--- config.mk ---
export PLATFORM = sky130hd
export DESIGN_NAME = log2_share_arbiter
export DESIGN_NICKNAME = d
export VERILOG_FILES = /design/src/rtl/log2_share_arbiter.sv
export SDC_FILE = /design/constraint.sdc
export NUM_CORES = 1
export LEC_CHECK = 0
export CORE_ASPECT_RATIO = 0.6
export CORE_MARGIN = 2
export CORE_UTILIZATION = 38
export CTS_BUF_LIST = sky130_fd_sc_hd__clkbuf_8
export CTS_CLUSTER_SIZE = 14
export DETAILED_ROUTE_END_ITERATION = 12
export GPL_TIMING_DRIVEN = 0
export PLACE_DENSITY = 0.9
export SLEW_MARGIN = 20
export SYNTH_ARGS = -nofsm -noshare
export SYNTH_HDL_FRONTEND = slang
export SYNTH_SLANG_ARGS = --single-unit
--- constraint.sdc ---
create_clock -name clock -period 2 [get_ports clock]
set_clock_uncertainty 0.15 [all_clocks]
set_input_delay 0.4 -clock clock [delete_from_list [all_inputs] [get_ports clock]]
set_output_delay 0.4 -clock clock [all_outputs]
set_load 0.02 [all_outputs]
--- src/rtl/log2_share_arbiter.sv ---
// log2_share_arbiter: round-robin share of one Log2_pipe among NUM_REQ requesters, with done watchdog
//   clock, reset(active-low async) | req/req_in: per-requester level request + 32-bit operand
//   ack/err/exponent_out/fraction_out: one-hot result pulse, timeout flag, latched result
//   busy: not IDLE | log2_start/log2_in -> Log2_pipe | log2_done/log2_exponent/log2_fraction <- Log2_pipe
module log2_share_arbiter #(
    parameter int NUM_REQ = 4,
    parameter int TIMEOUT = 255
) (
    input  logic                    clock,
    input  logic                    reset,
    input  logic [NUM_REQ-1:0]      req,
    input  logic [NUM_REQ*32-1:0]   req_in,
    output logic [NUM_REQ-1:0]      ack,
    output logic                    err,
    output logic [15:0]             exponent_out,
    output logic [15:0]             fraction_out,
    output logic                    busy,
    output logic                    log2_start,
    output logic [31:0]             log2_in,
    input  logic                    log2_done,
    input  logic [15:0]             log2_exponent,
    input  logic [15:0]             log2_fraction
);
    localparam int PW = (NUM_REQ > 1) ? $clog2(NUM_REQ) : 1;
    typedef enum logic [1:0] {IDLE, START, WAIT, ACK} state_t;
    state_t        state;
    logic [PW-1:0] ptr;
    logic [PW-1:0] id;
    logic [PW-1:0] gnt;
    logic          found;
    logic [15:0]   wd;
    // Walk offsets from farthest to nearest so the nearest set bit after ptr wins.
    always_comb begin
        gnt   = ptr;
        found = 1'b0;
        for (int i = NUM_REQ; i >= 1; i--) begin
            if (req[(int'(ptr) + i) % NUM_REQ]) begin
                gnt   = PW'((int'(ptr) + i) % NUM_REQ);
                found = 1'b1;
            end
        end
    end
    always_ff @(posedge clock or negedge reset) begin
        if (!reset) begin
            state        <= IDLE;
            ptr          <= PW'(NUM_REQ - 1);
            id           <= '0;
            wd           <= '0;
            ack          <= '0;
            err          <= 1'b0;
            busy         <= 1'b0;
            log2_start   <= 1'b0;
            log2_in      <= '0;
            exponent_out <= '0;
            fraction_out <= '0;
        end else begin
            case (state)
                IDLE: if (found) begin
                    id         <= gnt;
                    ptr        <= gnt;
                    log2_in    <= req_in[32*int'(gnt) +: 32];
                    log2_start <= 1'b1;
                    busy       <= 1'b1;
                    state      <= START;
                end
                START: begin
                    log2_start <= 1'b0;
                    wd         <= '0;
                    state      <= WAIT;
                end
                WAIT: if (log2_done) begin
                    exponent_out <= log2_exponent;
                    fraction_out <= log2_fraction;
                    err          <= 1'b0;
                    ack          <= NUM_REQ'(1) << id;
                    state        <= ACK;
                end else if (wd >= 16'(TIMEOUT)) begin
                    exponent_out <= '0;
                    fraction_out <= '0;
                    err          <= 1'b1;
                    ack          <= NUM_REQ'(1) << id;
                    state        <= ACK;
                end else if (wd != 16'hFFFF) begin
                    wd <= wd + 16'd1;
                end
                ACK: begin
                    ack   <= '0;
                    err   <= 1'b0;
                    busy  <= 1'b0;
                    state <= IDLE;
                end
                default: state <= IDLE;
            endcase
        end
    end
endmodule
# Yosys cells after proc, flatten, opt, wreduce, memory -nomap -nowiden
# Index checks and enable logic that the tools add are counted.
# W data, S select, Z words.
# word_totals
in_bits	167
word_cells	93
reg_bits	93
# classes
eq_ne	9
n_mux	40
order_cmp	5
bitwise	4
n_shift	2
addsub	5
reduce_logical	17
# op_table
operator	n
$shiftx A128 B8 Y32	1
$mux W16	6
$pmux W16 S2	1
$add A16 B1 Y16 const B	1
$ge A16 B8 Y1 const B	1
$lt A3 B4 Y1 const B	4
$ne A16 B16 Y1 const B	1
$mux W1	15
$mux W2	7
$reduce_and A2 Y1	6
$reduce_bool A2 Y1	5
$bmux W1 S2	4
$mux W4	2
$ne A2 B2 Y1 const B	4
$pmux W2 S4	1
$pmux W4 S2	1
$reduce_or A2 Y1	4
$pmux W1 S2	3
$add A2 B1 Y2 const B	2
$add A2 B2 Y2 const B	2
$and A1 B1 Y1 const A	4
$eq A2 B2 Y1 const B	2
$reduce_and A4 Y1	1
$shl A1 B2 Y4 const A	1
3 further kinds	3

# Longest topological paths before layout
# depth
depth_word	12
ltp_mapped	8
mapped_depth_nobuf	7

# Worst setup path before layout
# OpenSTA, ideal clock, no wires.
# synth_path
path_kind	register -> register
from	reg state[0]
to	reg log2_in[10]
path_slack_ps	-44
t_required_ps	1764
synth_period_minus_slack_ps	2044
stages_incl_launch_ff	8
arrival_ps	1808
cell_sequence	dfrtp_1 > inv_1 > ha_1 > nand2_4 > or4_1 > buf_2 > buf_6 > o221ai_2
# synth_via
elab_chain_len	2
# synth_lines
item	line_no	rtl
start: declaration	26	state_t state;
start signal: assignment	45	state <= IDLE;
start signal: assignment	64	state <= START;
start signal: assignment	69	state <= WAIT;
$logic_not A2 Y1	57	case (state)
$reduce_and A2 Y1 (no source line)	--	
end signal: assignment	61	log2_in <= req_in[32*int'(gnt) +: 32];
end: declaration	19	output logic [31:0] log2_in,
# No other way between the ends.
# A chain may end at the register's enable or synchronous reset.

# Worst setup path in the final report
# layout_path
from	reg state[1]
to	reg log2_in[26]
# The elaborated chain is that of the path after synthesis.

==> impl_metrics.tcl <==
set metrics [dict create \
    die_w_um 149 \
    antenna_found_initial 0 \
    gr-total-overflow 0 \
    floorplan.die_area_mm2 0.0135 \
    finalSetupViolCount 34 \
    cell_types_with_the_largest_area_share_after_synthesis "sky130_fd_sc_hd__dfrtp_1 48%, sky130_fd_sc_hd__mux2i_1 14%, sky130_fd_sc_hd__o221ai_2 8.5%" \
    floorplan.die.height_um 90.9 \
    critPathMaxFanout 8 \
    slew_viol_final 0 \
    syn_avg_cell_area_um2 11.8 \
    synth_async_sr_flop_share_pct 100 \
    path_class "reg2reg" \
    synth_cell_types 52 \
    final_layout_size_suffix_gt1_share_pct 24.7 \
    drc 0 \
    timing.critical_path.required_ns 2.14 \
    synth-seq-area-share_pct 48.7 \
    hpwl_um 12400 \
    maxCapViolCount 0 \
    detail_route.wirelength_um 17100 \
    core_occupancy_in_the_finished_layout_pct 69.9 \
    antenna_left 0 \
    tightestPinTransition_ns 0.493 \
    totalPowerFinal_w 0.0123 \
    gp_congestion 0.861 \
    grt_max_degree 49 \
    cts.sink_count 93 \
    max-clock-path-buffers 2 \
    rsz0062_at_grt "true" \
    top_level_ports 238 \
    start_util_pct 39.3 \
    placement.setup.worst_slack_ns -0.714 \
    cts_max_level 3 \
    numPortBuffers 237 \
    n_antenna_cell 0 \
    share_of_yosys_cell_area_claimed_by_the_top_area_cell_type_pct 47.6 \
    fmax_mhz 487 \
    peakVddDrop_v 0.000772 \
    netlist_instances 404 \
    timing.slew.headroom_pct 67.1 \
    most_common_library_cell_in_the_layout_ignoring_fill_and_taps "sky130_fd_sc_hd__clkdlybuf4s50_1" \
    placement_rows 31 \
    power-per-cell-area_mw_per_mm2 1440 \
    finalHoldViolCount 0 \
    synth.net_count 576 \
    route.detailed.vias_per_inst 5.40 \
    violations "negative setup slack" \
    coreArea_mm2 0.0122 \
    synth_area_mm2 0.00479 \
    hold_path_class "reg2reg" \
    layout_overhead_on_the_synthesized_area_pct 77.9 \
    nets 852 \
    grt_pass1_wl_um 26400 \
    number_of_global_route_vias_before_repair 4791 \
    detail_route.first_pass.iterations 4 \
    ys_warns 0 \
    clock_latency_ns 0.37 \
    cts-buffers-inserted 9 \
    synth_seq_cells 93 \
    critical_path.startpoint_type "flip-flop" \
    synth_edf_count 0 \
    final_cell_mix "230 x sky130_fd_sc_hd__clkdlybuf4s50_1, 90 x sky130_fd_sc_hd__dfrtp_1, 46 x sky130_fd_sc_hd__nand2_1, 40 x sky130_fd_sc_hd__mux2i_1, 33 x sky130_fd_sc_hd__a22o_1" \
    yosys_most_used_dff "sky130_fd_sc_hd__dfrtp_1" \
    clock_period_minus_final_worst_setup_slack_ns 2.05 \
    post_route_clock_period_utilization_pct 103 \
    finalWorstSetupSlack_ns -0.0524 \
    cts_tree "built" \
    power.static_leakage_nw 3.57 \
    dr.first_iter.drc_count 202 \
    cts.clk_slew.worst_paths_ns 0.10 \
    worstPathArrival_ns 2.19 \
    synth.largest_area_cell "sky130_fd_sc_hd__dfrtp_1" \
    result_of_the_run "finished, violations left" \
    grt.total_usage_pct 25.0 \
    via_count 4594 \
    critPathCaptureType "flip-flop" \
    routedWlPerCell_um 20.2 \
    clock_tree.root_cell "sky130_fd_sc_hd__clkbuf_8" \
]
[routing by layer]
layer | part of all wire, % | global-route usage, % | vias up
li1 | - | - | 2074
met1 | 40 | 29.8 | 2311
met2 | 52 | 44.8 | 196
met3 | 7.8 | 7.59 | 13
met4 | 0.85 | 5.08 | 0
met5 | 0 | 0 | -
[worst paths after layout]
path / from / endpoint / slack (ns) / cells past startpoint
worst max-delay path: state[1] / log2_in[26] / -0.05 / 7
worst min-delay path: log2_in[12] / log2_in[12] / 0.35 / 2
worst max register to register: state[1] / log2_in[26] / -0.05 / 7
worst min register to register: log2_in[12] / log2_in[12] / 0.35 / 2
max in group asynchronous: reset / ptr[1] / 0.66 / 3
min in group asynchronous: reset / exponent_out[12] / 0.38 / 2
[sequential cells by signal, indices dropped and copies added (netlist names)]
register and count:
ptr 2, fraction_out 16, state 2, exponent_out 16
busy 1, ack 4, log2_in 32, id 2
wd 16, err 1, log2_start 1
[layout make-up]
type	count	area, µm²
multi-input cells	279	2730
plain buffers	28	329
clock inverters	6	75.1
fillers	871	3670
repair buffers	264	2680
well taps	165	206
clock buffers	10	138
inverters	5	18.8
flip-flops and latches	93	2330
[cells in the mapped netlist, types with 3 or more instances]
library cell and instances:
sky130_fd_sc_hd__nor3_1 4, sky130_fd_sc_hd__or4_1 3, sky130_fd_sc_hd__a22o_1 33, sky130_fd_sc_hd__ha_1 5, sky130_fd_sc_hd__inv_1 5, sky130_fd_sc_hd__o21ai_0 4, sky130_fd_sc_hd__nand2b_1 5, sky130_fd_sc_hd__clkbuf_1 11
sky130_fd_sc_hd__buf_2 10, sky130_fd_sc_hd__mux2i_1 65, sky130_fd_sc_hd__nand3_1 6, sky130_fd_sc_hd__dfrtp_1 91, sky130_fd_sc_hd__nand4_1 3, sky130_fd_sc_hd__buf_6 4, sky130_fd_sc_hd__o221ai_2 27, sky130_fd_sc_hd__o211ai_1 3
sky130_fd_sc_hd__a21oi_1 4, sky130_fd_sc_hd__a31oi_1 4, sky130_fd_sc_hd__nor2_1 12, sky130_fd_sc_hd__and2_1 9, sky130_fd_sc_hd__mux2_1 5, sky130_fd_sc_hd__o21ai_1 5, sky130_fd_sc_hd__o221ai_1 4, sky130_fd_sc_hd__buf_4 3
sky130_fd_sc_hd__nand2_1 46
[stage by stage]
step	hold slack (ns)	setup TNS, ns	std cells	instance area, µm²
4_1_cts	0.349	-0.695	845	8220
5_1_grt	0.375	-3.47	850	8510
2_1_floorplan	-0.0456	0	404	4790
3_3_place_gp	0.319	-304.60	806	7370
6_report	0.348	-0.856	850	8510
3_5_place_dp	0.213	-37.47	807	7400
[critical path, stage by stage (launching register included)]
cell and delay, ns:
sky130_fd_sc_hd__dfrtp_1 0.44, sky130_fd_sc_hd__inv_2 0.11, sky130_fd_sc_hd__ha_4 0.18, sky130_fd_sc_hd__nand2_8 0.05, sky130_fd_sc_hd__or4_4 0.54, sky130_fd_sc_hd__buf_12 0.18
sky130_fd_sc_hd__clkbuf_16 0.16, sky130_fd_sc_hd__o221ai_2 0.16
[repair_timing]
item / CTS / global route
gates cloned: 4 / 1
pin swaps: 25 / 17
hold buffers: 1 / 0
endpoints found under the setup margin: 78 / 77
hold endpoints to repair: 45 / 0
buffers inserted: 17 / 4
resized for setup: 100 / 49
[cell families (layout without fill, tap and decap cells)]
logic type	Yosys count	count (layout)	synth area share [%]
flip-flops	93	93	48.7
multiplexers	71	71	15.0
AND/OR/NAND/NOR	105	106	11.2
AO/OA/AOI/OAI	97	97	20.1
buffers and inverters	33	313	3.71
adder cells (fa/ha/maj)	5	5	1.31
[power by group]
group	total, W	internal, W	switching (W)
Combinational	0.00766	0.00402	0.00364
Clock	0.00137	0.000633	0.000742
Sequential	0.00323	0.00268	0.000547
Total	0.0123	0.00733	0.00493
(Power assumes the default switching activity.)
